===== src/rtl/fp16_pkg.sv =====
// Purpose: shared fp16 field widths, operand classes and converter FSM states.
// Latency: n/a (declarations only).
// Backpressure: n/a.
// Ports: none; imported by fp16_classify, fp16_to_int and future fp16 blocks.
package fp16_pkg;

    localparam int FP16_EXP_W   = 5;
    localparam int FP16_MANT_W  = 10;
    localparam int FP16_BIAS    = 15;
    localparam int FP16_EXP_MAX = 31;

    // Alignment counter width: the count never exceeds 10 (right) or 5 (left).
    localparam int CNT_W = 4;

    typedef enum logic [2:0] {
        CLS_ZERO,
        CLS_SPECIAL,
        CLS_SMALL,
        CLS_OVF,
        CLS_NORMAL
    } fp16_cls_t;

    typedef enum logic [1:0] {
        ST_IDLE,
        ST_SHIFT,
        ST_SIGN,
        ST_OUT
    } cvt_state_t;

endpackage


===== src/rtl/fp16_to_int_if.sv =====
// Purpose: operand/result handshake bundle between an fp16 producer and fp16_to_int.
// Latency: n/a (wires only).
// Backpressure: valid/ready on both the operand and the result side.
// Ports: i_valid/o_ready/i_fp (operand), o_valid/i_ready/o_int/o_ovf/o_inexact (result).
//        Names are from the converter's point of view; the converter uses the slave modport.
interface fp16_to_int_if #(
    parameter int OUT_W = 16
);
    logic             i_valid;
    logic             o_ready;
    logic [15:0]      i_fp;
    logic             o_valid;
    logic             i_ready;
    logic [OUT_W-1:0] o_int;
    logic             o_ovf;
    logic             o_inexact;

    modport master (
        output i_valid, i_fp, i_ready,
        input  o_ready, o_valid, o_int, o_ovf, o_inexact
    );

    modport slave (
        input  i_valid, i_fp, i_ready,
        output o_ready, o_valid, o_int, o_ovf, o_inexact
    );
endinterface


===== src/rtl/fp16_classify.sv =====
// Purpose: combinational fp16 operand classifier and alignment-shift planner.
// Latency: 0 cycles (pure combinational).
// Backpressure: none; the caller decides when the outputs are sampled.
// Ports: fp (fp16 operand) -> cls (operand class), sign, shift_left (alignment
//        direction) and shift_cnt (number of one-bit alignment steps, NORMAL only).
module fp16_classify
    import fp16_pkg::*;
#(
    parameter int OUT_W = 16
) (
    input  logic [15:0]      fp,
    output fp16_cls_t        cls,
    output logic             sign,
    output logic             shift_left,
    output logic [CNT_W-1:0] shift_cnt
);

    logic [FP16_EXP_W-1:0]  exp_f;
    logic [FP16_MANT_W-1:0] mant;
    logic signed [5:0]      exp_unb;

    assign sign    = fp[15];
    assign exp_f   = fp[14:10];
    assign mant    = fp[9:0];
    assign exp_unb = $signed({1'b0, exp_f}) - 6'(FP16_BIAS);

    always_comb begin
        // {1,m} carries its binary point 10 bits up, so E-10 is the net shift.
        shift_left = (exp_unb >= 6'sd10);
        shift_cnt  = shift_left ? (exp_unb[3:0] - 4'd10) : (4'd10 - exp_unb[3:0]);

        cls = CLS_NORMAL;
        if (exp_f == '0) begin
            // Subnormals flush to zero, matching the fp16 arithmetic blocks.
            cls = CLS_ZERO;
        end else if (exp_f == FP16_EXP_W'(FP16_EXP_MAX)) begin
            cls = CLS_SPECIAL;
        end else if (exp_unb < 6'sd0) begin
            cls = CLS_SMALL;
        end else if ((int'(exp_unb) > OUT_W - 1) ||
                     ((int'(exp_unb) == OUT_W - 1) && !(sign && (mant == '0)))) begin
            // -2^(OUT_W-1) is the one value with E == OUT_W-1 that fits.
            cls = CLS_OVF;
        end
    end

endmodule


===== src/rtl/fp16_to_int.sv =====
// Purpose: fp16 -> signed OUT_W-bit integer, truncating toward zero, saturating on overflow/inf/NaN.
// Latency: accept edge to o_valid is shift_cnt+2 cycles for NORMAL operands, 2 otherwise (max 12).
// Backpressure: one operand in flight; o_ready only in IDLE, result held in OUT until i_ready.
// Ports: i_clk, i_rst (async, active-high); bus (fp16_to_int_if.slave): i_valid/o_ready/i_fp in,
//        o_valid/i_ready/o_int/o_ovf/o_inexact out.
module fp16_to_int
    import fp16_pkg::*;
#(
    parameter int OUT_W = 16   // legal range 12..32
) (
    input logic          i_clk,
    input logic          i_rst,
    fp16_to_int_if.slave bus
);

    localparam logic [OUT_W-1:0] INT_MAX = {1'b0, {(OUT_W-1){1'b1}}};
    localparam logic [OUT_W-1:0] INT_MIN = {1'b1, {(OUT_W-1){1'b0}}};

    cvt_state_t       state_q, state_d;

    fp16_cls_t        cls;
    logic             fp_sign;
    logic             fp_left;
    logic [CNT_W-1:0] fp_cnt;
    logic             accept;

    logic [OUT_W-1:0] mag_q;      // unsigned magnitude, or the final saturation pattern
    logic [CNT_W-1:0] cnt_q;
    logic             left_q;
    logic             sign_q;
    logic             normal_q;   // only NORMAL results get negated in SIGN
    logic             sticky_q;
    logic             ovf_q;

    fp16_classify #(
        .OUT_W      (OUT_W)
    ) u_classify (
        .fp         (bus.i_fp),
        .cls        (cls),
        .sign       (fp_sign),
        .shift_left (fp_left),
        .shift_cnt  (fp_cnt)
    );

    assign accept      = bus.i_valid && (state_q == ST_IDLE);
    assign bus.o_ready = (state_q == ST_IDLE);
    assign bus.o_valid = (state_q == ST_OUT);

    always_ff @(posedge i_clk or posedge i_rst) begin
        if (i_rst) begin
            state_q <= ST_IDLE;
        end else begin
            state_q <= state_d;
        end
    end

    always_comb begin
        state_d = state_q;
        case (state_q)
            ST_IDLE: begin
                if (accept) begin
                    state_d = ((cls == CLS_NORMAL) && (fp_cnt != '0)) ? ST_SHIFT : ST_SIGN;
                end
            end
            ST_SHIFT: begin
                // The step taken with cnt==1 is the last one.
                if (cnt_q == CNT_W'(1)) begin
                    state_d = ST_SIGN;
                end
            end
            ST_SIGN: state_d = ST_OUT;
            ST_OUT: begin
                if (bus.i_ready) begin
                    state_d = ST_IDLE;
                end
            end
            default: state_d = ST_IDLE;
        endcase
    end

    always_ff @(posedge i_clk or posedge i_rst) begin
        if (i_rst) begin
            mag_q         <= '0;
            cnt_q         <= '0;
            left_q        <= 1'b0;
            sign_q        <= 1'b0;
            normal_q      <= 1'b0;
            sticky_q      <= 1'b0;
            ovf_q         <= 1'b0;
            bus.o_int     <= '0;
            bus.o_ovf     <= 1'b0;
            bus.o_inexact <= 1'b0;
        end else begin
            case (state_q)
                ST_IDLE: begin
                    if (accept) begin
                        sign_q   <= fp_sign;
                        left_q   <= fp_left;
                        cnt_q    <= fp_cnt;
                        normal_q <= (cls == CLS_NORMAL);
                        sticky_q <= 1'b0;
                        ovf_q    <= 1'b0;
                        case (cls)
                            CLS_NORMAL: begin
                                mag_q <= {{(OUT_W-FP16_MANT_W-1){1'b0}}, 1'b1,
                                          bus.i_fp[FP16_MANT_W-1:0]};
                            end
                            CLS_SPECIAL: begin
                                // NaN always saturates high; inf follows its sign.
                                mag_q <= (fp_sign && (bus.i_fp[FP16_MANT_W-1:0] == '0)) ?
                                         INT_MIN : INT_MAX;
                                ovf_q <= 1'b1;
                            end
                            CLS_OVF: begin
                                mag_q <= fp_sign ? INT_MIN : INT_MAX;
                                ovf_q <= 1'b1;
                            end
                            CLS_SMALL: begin
                                // Nonzero value below 1: all of it is discarded fraction.
                                mag_q    <= '0;
                                sticky_q <= 1'b1;
                            end
                            default: begin
                                mag_q <= '0;
                            end
                        endcase
                    end
                end
                ST_SHIFT: begin
                    cnt_q <= cnt_q - CNT_W'(1);
                    if (left_q) begin
                        mag_q <= mag_q << 1;
                    end else begin
                        mag_q    <= mag_q >> 1;
                        sticky_q <= sticky_q | mag_q[0];
                    end
                end
                ST_SIGN: begin
                    bus.o_int     <= (normal_q && sign_q) ? (-mag_q) : mag_q;
                    bus.o_ovf     <= ovf_q;
                    bus.o_inexact <= sticky_q;
                end
                default: ;
            endcase
        end
    end

endmodule


===== src/flat_wrapper.sv =====
// flat-port wrapper written by rule: the top's interface ports become plain ports
module fp16_to_int_flat import fp16_pkg::*;
#(
    parameter int OUT_W = 16                        
)
  (i_clk, i_rst, bus_i_valid, bus_i_fp, bus_i_ready, bus_o_ready, bus_o_valid, bus_o_int, bus_o_ovf, bus_o_inexact);
  fp16_to_int_if #(.OUT_W(OUT_W)) bus_i ();
  input logic i_clk;
  input logic i_rst;
  input wire logic [$bits(bus_i.i_valid)-1:0] bus_i_valid;
  input wire logic [$bits(bus_i.i_fp)-1:0] bus_i_fp;
  input wire logic [$bits(bus_i.i_ready)-1:0] bus_i_ready;
  output wire logic [$bits(bus_i.o_ready)-1:0] bus_o_ready;
  output wire logic [$bits(bus_i.o_valid)-1:0] bus_o_valid;
  output wire logic [$bits(bus_i.o_int)-1:0] bus_o_int;
  output wire logic [$bits(bus_i.o_ovf)-1:0] bus_o_ovf;
  output wire logic [$bits(bus_i.o_inexact)-1:0] bus_o_inexact;
  assign bus_i.i_valid = bus_i_valid;
  assign bus_i.i_fp = bus_i_fp;
  assign bus_i.i_ready = bus_i_ready;
  assign bus_o_ready = bus_i.o_ready;
  assign bus_o_valid = bus_i.o_valid;
  assign bus_o_int = bus_i.o_int;
  assign bus_o_ovf = bus_i.o_ovf;
  assign bus_o_inexact = bus_i.o_inexact;
  fp16_to_int #(.OUT_W(OUT_W)) u_core (.i_clk(i_clk), .i_rst(i_rst), .bus(bus_i));
endmodule

===== config.mk =====
export PLATFORM = sky130hd
export DESIGN_NAME = fp16_to_int_flat
export DESIGN_NICKNAME = d
export VERILOG_FILES = /design/src/rtl/fp16_pkg.sv /design/src/rtl/fp16_to_int_if.sv /design/src/rtl/fp16_classify.sv /design/src/rtl/fp16_to_int.sv /design/src/flat_wrapper.sv
export SDC_FILE = /design/constraint.sdc
export NUM_CORES = 1
export LEC_CHECK = 0
export CAP_MARGIN = 20
export CORE_MARGIN = 2
export CORE_UTILIZATION = 55
export CTS_CLUSTER_DIAMETER = 150
export DETAILED_ROUTE_END_ITERATION = 10
export PLACE_DENSITY = 0.9
export SLEW_MARGIN = 20
export SYNTH_ARGS = -nofsm -noshare
export SYNTH_HDL_FRONTEND = slang
export SYNTH_SLANG_ARGS = --single-unit

===== constraint.sdc =====
create_clock -name i_clk -period 2.85 [get_ports i_clk]
set_input_delay 0.4275 -clock i_clk [delete_from_list [all_inputs] [get_ports i_clk]]
set_output_delay 0.4275 -clock i_clk [all_outputs]
set_load 0.05 [all_outputs]

# Word-level counts from Yosys, hierarchy flattened
# Cells that the tools add are included.
# totals
word_cells	75
regBits	45
out_inout_bits	20
# op_classes
n_mux	24
bitwise_logic	1
eq_ne	14
reduce_logical	17
n_addsub	5
magnitude_cmp	3
# op_table
cell	count
two-way mux 16 bit	5
case mux 16 bit (3 select lines)	1
case mux 16 bit (2 select lines)	1
negator 16 bit	1
two-way mux 3 bit	4
zero test 10 bit	1
two-way mux 2 bit	4
two-way mux 4 bit	2
case mux 2 bit (4 select lines)	1
case mux 4 bit (2 select lines)	1
== test 3 x 2 -> 1 bit (second input constant)	2
== test 6 x 5 -> 1 bit (second input constant)	1
>= comparator 6 x 5 -> 1 bit (second input constant)	1
greater-than comparator 6 x 5 -> 1 bit (second input constant)	1
less-than comparator 6 x 1 -> 1 bit (second input constant)	1
AND reduction 3 bit	2
subtractor 5 x 4 -> 6 bit (second input constant)	1
== test 5 bit (second input constant)	1
logical AND 1 bit	5
zero test 5 bit	1
== test 2 bit (second input constant)	2
== test 4 x 1 -> 1 bit (second input constant)	1
two-way mux 1 bit	4
!= test 2 x 1 -> 1 bit (second input constant)	2
16 further kinds	18

# Logic depth before layout (Yosys ltp)
# Gate-level depths: netlist (run 1).
# depth
word_depth	14
ltp_mapped	11
ltp_nobuf	10

# By module
# From an unflattened synthesis (run 1), not the netlist that was laid out.
# hier_totals
cells_unflattened	338
area_unflattened_um2	2972.9
# modules_own_cells
mod	cells_per_inst	area_per_inst_um2	instances
fp16_to_int	286	2577.5	1
fp16_classify	52	395.4	1

# Worst setup path before layout (run 1)
# No wires, ideal clock.
# synth_path
kind	reg2reg
startpoint	register u_core.state_q[0]
endpoint	register u_core.mag_q[11]
period_less_slack_ns	2.353
t_arrival_ns	2.227
path_slack_ns	0.497
stages_incl_launch_ff	11
required_ns	2.724
path_cell_list	dfrtp_1 -> inv_1 -> ha_1 -> clkbuf_1 -> nand2_1 -> o21a_1 -> buf_1 -> nor2_1 -> o21a_1 -> buf_2 -> a21oi_1
# synth_via
elab_chain_cells	4
# synth_lines
item	line_no	source
from (decl)	fp16_to_int.sv:19	cvt_state_t state_q, state_d;
from (signal assigned)	fp16_to_int.sv:53	state_q <= state_d;
zero test 2 bit *	-	
named net bus_o_ready	flat_wrapper.sv:13	output wire logic [$bits(bus_i.o_ready)-1:0] bus_o_ready;
logical AND 1 bit	fp16_to_int.sv:45	assign accept = bus.i_valid && (state_q == ST_IDLE);
!= test 2 x 1 -> 1 bit (no line)	-	
AND reduction 2 bit (no line)	-	
to (signal assigned)	fp16_to_int.sv:105	mag_q <= {{(OUT_W-FP16_MANT_W-1){1'b0}}, 1'b1,
to (signal assigned)	fp16_to_int.sv:110	mag_q <= (fp_sign && (bus.i_fp[FP16_MANT_W-1:0] == '0)) ?
to (signal assigned)	fp16_to_int.sv:115	mag_q <= fp_sign ? INT_MIN : INT_MAX;
to (decl)	fp16_to_int.sv:27	logic [OUT_W-1:0] mag_q;
# The timed path passes the listed nets; every way through them passes the cells marked *.
# A chain may end at the register's enable or synchronous reset.

# Worst setup path in the final report (run 1)
# layout_path
startpoint	input port bus_i_fp[10]
endpoint	register u_core.state_q[1]
# layout_via
elab_chain_cells	13
# layout_lines
item	line_no	source
from (decl)	flat_wrapper.sv:11	input wire logic [$bits(bus_i.i_fp)-1:0] bus_i_fp;
parallel branches: the longest is 9 deep, another holds subtractor 5 x 4 -> 6 bit	-	
logical AND 1 bit *	fp16_to_int.sv:62	state_d = ((cls == CLS_NORMAL) && (fp_cnt != '0)) ? ST_SHIFT : ST_SIGN;
two-way mux 2 bit *	fp16_to_int.sv:62	
two-way mux 2 bit *	fp16_to_int.sv:61	if (accept) begin
case mux 2 bit (4 select lines) *	fp16_to_int.sv:59	case (state_q)
# Every way passes the cells marked *. The select of a mux whose other input is x is not followed.

==> results of run 1 <==
per-stage QoR:
step	cell area, um2	power (mW)	utilization (%)	hold WS [ns]
6_report	3520	4.07	68.0	0.513
5_1_grt	3520	4.36	68.0	0.549
4_1_cts	3520	4.06	68.0	0.518
3_5_place_dp	3450	3.69	66.6	0.500
3_3_place_gp	3450	3.57	66.6	0.489
2_1_floorplan	2980	3.03	-	0.464
path summary, 6_finish.rpt:
kind                       slack, ns                end
min in group asynchronous       0.58   u_core.mag_q[13]
min reg2reg                     0.51   u_core.bus.o_ovf
max                             0.26  u_core.state_q[1]
max reg2reg                     0.73    u_core.cnt_q[3]
min                             0.51   u_core.bus.o_ovf
max in group asynchronous       1.89      u_core.left_q
cell type report:
cell class / instances / area, um2
Clock buffer: 5 / 68.8
Clock inverter: 1 / 5.00
Fill cell: 403 / 1650
Inverter: 17 / 63.8
Multi-Input combinational cell: 258 / 1680
Sequential cell: 45 / 1130
Tap cell: 70 / 87.6
Timing Repair Buffer: 52 / 488
cell usage in the layout (no fill, tap or decap), types with 3 or more instances in the layout:
cell             instances
dfrtp_1                 45
nand4_1                  4
xor2_1                  11
nand3_1                  6
o21ai_0                  9
xnor2_1                 10
nand2_1                 21
a31oi_1                 13
inv_1                   16
mux2i_1                 11
mux2_2                   9
ha_1                    18
clkdlybuf4s50_1         39
a21oi_1                 41
o21ai_1                  4
o21a_1                   4
nor4_1                   3
clkbuf_8                 5
buf_4                   13
nor3_1                   5
nor2b_1                  3
nor2_1                  53
o31ai_1                  4
power by group:
group | total [mW] | leakage [nW] | switching [mW] | internal (mW)
combinational | 2.33 | 0.902 | 1.40 | 0.935
clock | 0.365 | 0.0399 | 0.204 | 0.162
sequential | 1.37 | 0.510 | 0.404 | 0.968
total | 4.07 | 1.45 | 2.00 | 2.06
metal layers:
layer,global-route usage [%],vias up
met2,39.9,128
li1,-,1273
met1,31.5,1266
met5,0,-
met3,4.07,22
met4,11.1,0
sequential cells by signal, indices dropped and copies added, names as in the netlist, 2 cells and up:
| signal | cells |
|---|---|
| u_core.cnt_q | 4 |
| u_core.bus.o_int | 16 |
| u_core.mag_q | 16 |
| u_core.state_q | 2 |
kinds of logic after synthesis:
family	Yosys count	share of synthesized area, %
xor+xnor	21	6.17
simple gates	107	16.3
mux	21	7.47
buf+inv	41	5.87
fa+ha+maj	18	7.55
flops	45	37.8
compound gates	91	18.8
==> flow_summary.ini, run 1 <==
[sta]
setup_tns_ns = 0
final_max_slew_viol_count = 0
fmax_ghz = 0.387
fin_worst_skew_ns = 0.00631
setup_ws_ns = 0.264
worst_pin_slew_ns = 0.784
setup_viol = 0
rsz0062_at_grt = false
fin_crit_ns = 2.59
final-hold-violation-count = 0
period_share_pct = 90.7
slew_headroom_pct = 47.7

[grt]
track_usage_pct = 24.3
antenna_found_initial = 0
grt_first_pass_wirelength_mm = 11.8
grt_overflow = 0
grt_pass1_vias = 2618
grt_max_degree = 46

[clocking]
cts.sinks = 45
cts.path.max_buffers = 2
clk_pin_slew_ns = 0.08
cts_tree = built
postCtsHoldBufs = 0
cts_resized = 0
post_cts_buffers = 0
cts_buffers = 5
htree_levels = 2
cts-root-buf = clkbuf_8
clk_latency_ns = 0.30

[drt]
first_pass_iters = 5
dr_wl_met2_mm = 3.42
detail_route.wl_per_cell_um = 15.6
dr.max_layer_used = met4
drt_iter0_drc = 172
wl_met3_um = 489
routed_wl_mm = 6.97
drc_errors = 0
num_vias = 2689
via_per_inst = 6.00
drt-met1-wl_mm = 2.90
ant_nets = 0

[setup_path]
critPathTopFamily = buffers and inverters
cpPeakStageDelay_ns = 0.50
crit_start = bus_i_fp[10]
path_max_fanout = 6
path_cells = clkdlybuf4s50_1 > ha_1 > and3_1 > ha_1 > o31a_1 > o21ai_1 > buf_4 > a21boi_0 > nand4_1 > nor2b_1
cp_slowest_cell = clkdlybuf4s50_1
r2r_start = u_core.state_q[0]
reg2regPathDepth = 9
crit_top_cell = ha_1
endpoint_kind = flip-flop
cp.depth = 10
path_buf_inv = 2
critPathKind = in2reg
crit_required_ns = 3.03
startpoint_type = input pin
crit_arrival_ns = 2.76

[run_status]
status = finished, final reports clean

[layout]
diodes = 0
finalNonFillerCells = 448
nets = 417
syn_to_final_growth_pct = 18.0
final_layout_size_suffix_gt1_share_pct = 8.47

[logic_synthesis]
ys_types = 50
synth_commonest_cells = nor2_1, dfrtp_1, a21oi_1, nand2_1, ha_1
synthArstFlopShare_pct = 100
post-synth-top-count-cell = nor2_1
synth-main-ff-cell = dfrtp_1
synth_cells = 344
ys_top_cells_by_area = dfrtp_1, ha_1, a21oi_1
ys_seq_area_share_pct = 37.8
synth_nets = 382
synth-edff-count = 0
ys_warn_count = 0
ys_ff_latch = 45
netlist_area_um2 = 2980
synth_top_area_share_pct = 37.8
yosysTopAreaCell = dfrtp_1
syn_area_per_cell_um2 = 8.67

[min_path]
hold_class = reg2reg
hold_start = u_core.bus.o_ovf
min_delay_path_depth = 1

[floorplan]
core_um2 = 5170
rows = 26
die-area_um2 = 6030
die_x_um = 77.6
top_level_ports = 40
fp.dieH_um = 77.6
floorplan.initialDensity_pct = 57.6

[place]
dp_cells = 442
portBuffers = 39
dp_slack_ns = -0.0262
dp_hpwl_mm = 5.06
gp_congestion = 0.899

[pwr]
powerDensity_nw_per_um2 = 1160
p_leak_nw = 1.45
peakVddDrop_v = 0.000515

[run]
cap_violations = 0
Power figures use the tool's default switching activity.
==> run 2: changes to the inputs <==
--- a/config.mk
+++ b/config.mk
@@ -11,6 +11,7 @@
 export CTS_CLUSTER_DIAMETER = 150
 export DETAILED_ROUTE_END_ITERATION = 10
 export PLACE_DENSITY = 0.9
+export REMOVE_ABC_BUFFERS = 1
 export SLEW_MARGIN = 20
 export SYNTH_ARGS = -nofsm -noshare
 export SYNTH_HDL_FRONTEND = slang
==> run 2 against run 1 <==
Effect of this change: combinational power is essentially flat; critical path type unchanged; highest routed layer unchanged; first-iteration DRC count grew 62%; largest power group unchanged; critical endpoint is now u_core.mag_q[9]; wire length shrank 3.3%; die area is the same; maximum frequency grew 2.3%.
==> flow_summary.ini, run 2 (same netlist as run 1, synthesis figures left out) <==
[sta]
period_share_pct = 88.7
setup_viol = 0
rsz0062_at_grt = false
setup_tns_ns = 0
fin_crit_ns = 2.53
hold_ws_ns = 0.513
fmax_ghz = 0.396
worst_pin_slew_ns = 0.815
fin_worst_skew_ns = 0.00371
slew_headroom_pct = 45.6
final-hold-violation-count = 0
final_max_slew_viol_count = 0

[floorplan]
die_x_um = 77.6
fp.dieH_um = 77.6
floorplan.initialDensity_pct = 57.6
die-area_um2 = 6030
core_um2 = 5170
top_level_ports = 40
rows = 26

[layout]
nets = 418
layout_common_cells = nor2_1, dfrtp_1, a21oi_1, clkdlybuf4s50_1, nand2_1
syn_to_final_growth_pct = 18.7
final_common_cell = nor2_1
final_layout_size_suffix_gt1_share_pct = 8.68
diodes = 0
top_regs = u_core.bus.o_int: 16 flops, u_core.mag_q: 16 flops, u_core.cnt_q: 4 flops
final_area_um2 = 3540
fill_cells = 413

[setup_path]
path_buf_inv = 1
path_cells = clkdlybuf4s50_1 > ha_1 > and3_1 > ha_1 > o31a_1 > o21ai_1 > nand2_1 > a31oi_1 > a21oi_1
worst_r2r_endpoint = u_core.cnt_q[3]
r2r_start = u_core.state_q[0]
endpoint_kind = flip-flop
crit_required_ns = 3.03
critPathKind = in2reg
crit_arrival_ns = 2.71
path_max_fanout = 10
crit_start = bus_i_fp[11]
reg2regPathDepth = 9
cpPeakStageDelay_ns = 0.54
cp_slowest_cell = clkdlybuf4s50_1
r2r_slack_ns = 0.85
cp.depth = 9
startpoint_type = input pin
crit_top_cell = ha_1
crit_path_end = u_core.mag_q[9]
critPathTopFamily = compound AO/OA/AOI/OAI gates

[grt]
use_met2_pct = 39.3
grt_max_degree = 46
met3_usage_pct = 3.72
antenna_found_initial = 0
use_met1_pct = 30.2
track_usage_pct = 23.1
grt_first_pass_wirelength_mm = 11.2
grt_overflow = 0
grt_pass1_vias = 2399
busiest_layer = met2

[place]
postPlaceCellArea_um2 = 3450
gp_congestion = 1.00
dp_hpwl_mm = 4.93
portBuffers = 39

[drt]
via_per_inst = 5.82
ant_nets = 0
routed_wl_mm = 6.74
detail_route.wl_per_cell_um = 15.0
num_vias = 2617
first_pass_iters = 4
drt_iter0_drc = 279
drc_errors = 0

[clocking]
cts.sinks = 45
cts_resized = 0
cts_tree = built
clk_latency_ns = 0.30
clk_pin_slew_ns = 0.08
cts.path.max_buffers = 2
post_cts_buffers = 0
postCtsHoldBufs = 0
cts-root-buf = clkbuf_8
cts_buffers = 5
htree_levels = 2

[pwr]
peakVddDrop_v = 0.000591
powerDensity_nw_per_um2 = 1150
p_leak_nw = 1.46

[run_status]
status = finished, final reports clean

[run]
cap_violations = 0

[min_path]
hold_class = reg2reg
## run 2: stage by stage
stage	power, mW	util (%)	worst slack, ns	cells
floorplan	2.95	-	0.373	320
finish	4.08	68.4	0.323	450
detailed placement	3.67	66.8	0.0437	443
global route	4.36	68.4	0.150	450
CTS	4.08	68.4	0.349	450
global placement	3.59	66.8	0.162	443
## run 2: metal layers
metal | up-vias | part of all wire [%]
li1 | 1269 | -
met1 | 1252 | 44
met2 | 85 | 50
met3 | 11 | 5.3
met4 | 0 | 1.3
met5 | - | 0
## run 2: cell type report
class	count	area, um2	area share (%)
clock buffer	7	86.3	2.44
multi-input combinational	258	1680	47.5
sequential	45	1130	31.8
timing repair buffer	53	495	14.0
inverter	17	63.8	1.80
tap	70	87.6	2.47
## run 2: report_power, final
| part | switching [mW] | internal (mW) | leakage [nW] |
|---|---|---|---|
| Combinational | 1.37 | 0.949 | 0.907 |
| Sequential | 0.388 | 0.969 | 0.510 |
| Clock | 0.209 | 0.193 | 0.0443 |
| Total | 1.97 | 2.11 | 1.46 |
## run 2: worst min-delay path by stage
stage / from / endpoint / slack [ns] / cells after the start
2_1_floorplan: u_core.normal_q / u_core.normal_q / 0.46 / 2
3_3_place_gp: u_core.normal_q / u_core.normal_q / 0.48 / 2
3_5_place_dp: u_core.bus.o_ovf / u_core.bus.o_ovf / 0.50 / 1
4_1_cts: u_core.bus.o_int[0] / u_core.bus.o_int[0] / 0.52 / 1
5_1_grt: u_core.bus.o_ovf / u_core.bus.o_ovf / 0.54 / 1
6_report: u_core.bus.o_int[0] / u_core.bus.o_int[0] / 0.51 / 1
==> run 3: changes to the inputs <==
--- a/config.mk
+++ b/config.mk
@@ -10,8 +10,10 @@
 export CORE_UTILIZATION = 55
 export CTS_CLUSTER_DIAMETER = 150
 export DETAILED_ROUTE_END_ITERATION = 10
+export HOLD_SLACK_MARGIN = 0.15
 export PLACE_DENSITY = 0.9
 export REMOVE_ABC_BUFFERS = 1
+export SETUP_SLACK_MARGIN = 0.05
 export SLEW_MARGIN = 20
 export SYNTH_ARGS = -nofsm -noshare
 export SYNTH_HDL_FRONTEND = slang
==> results of run 3 <==
No change in the layout: final DEF, timing and power equal those of run 2.
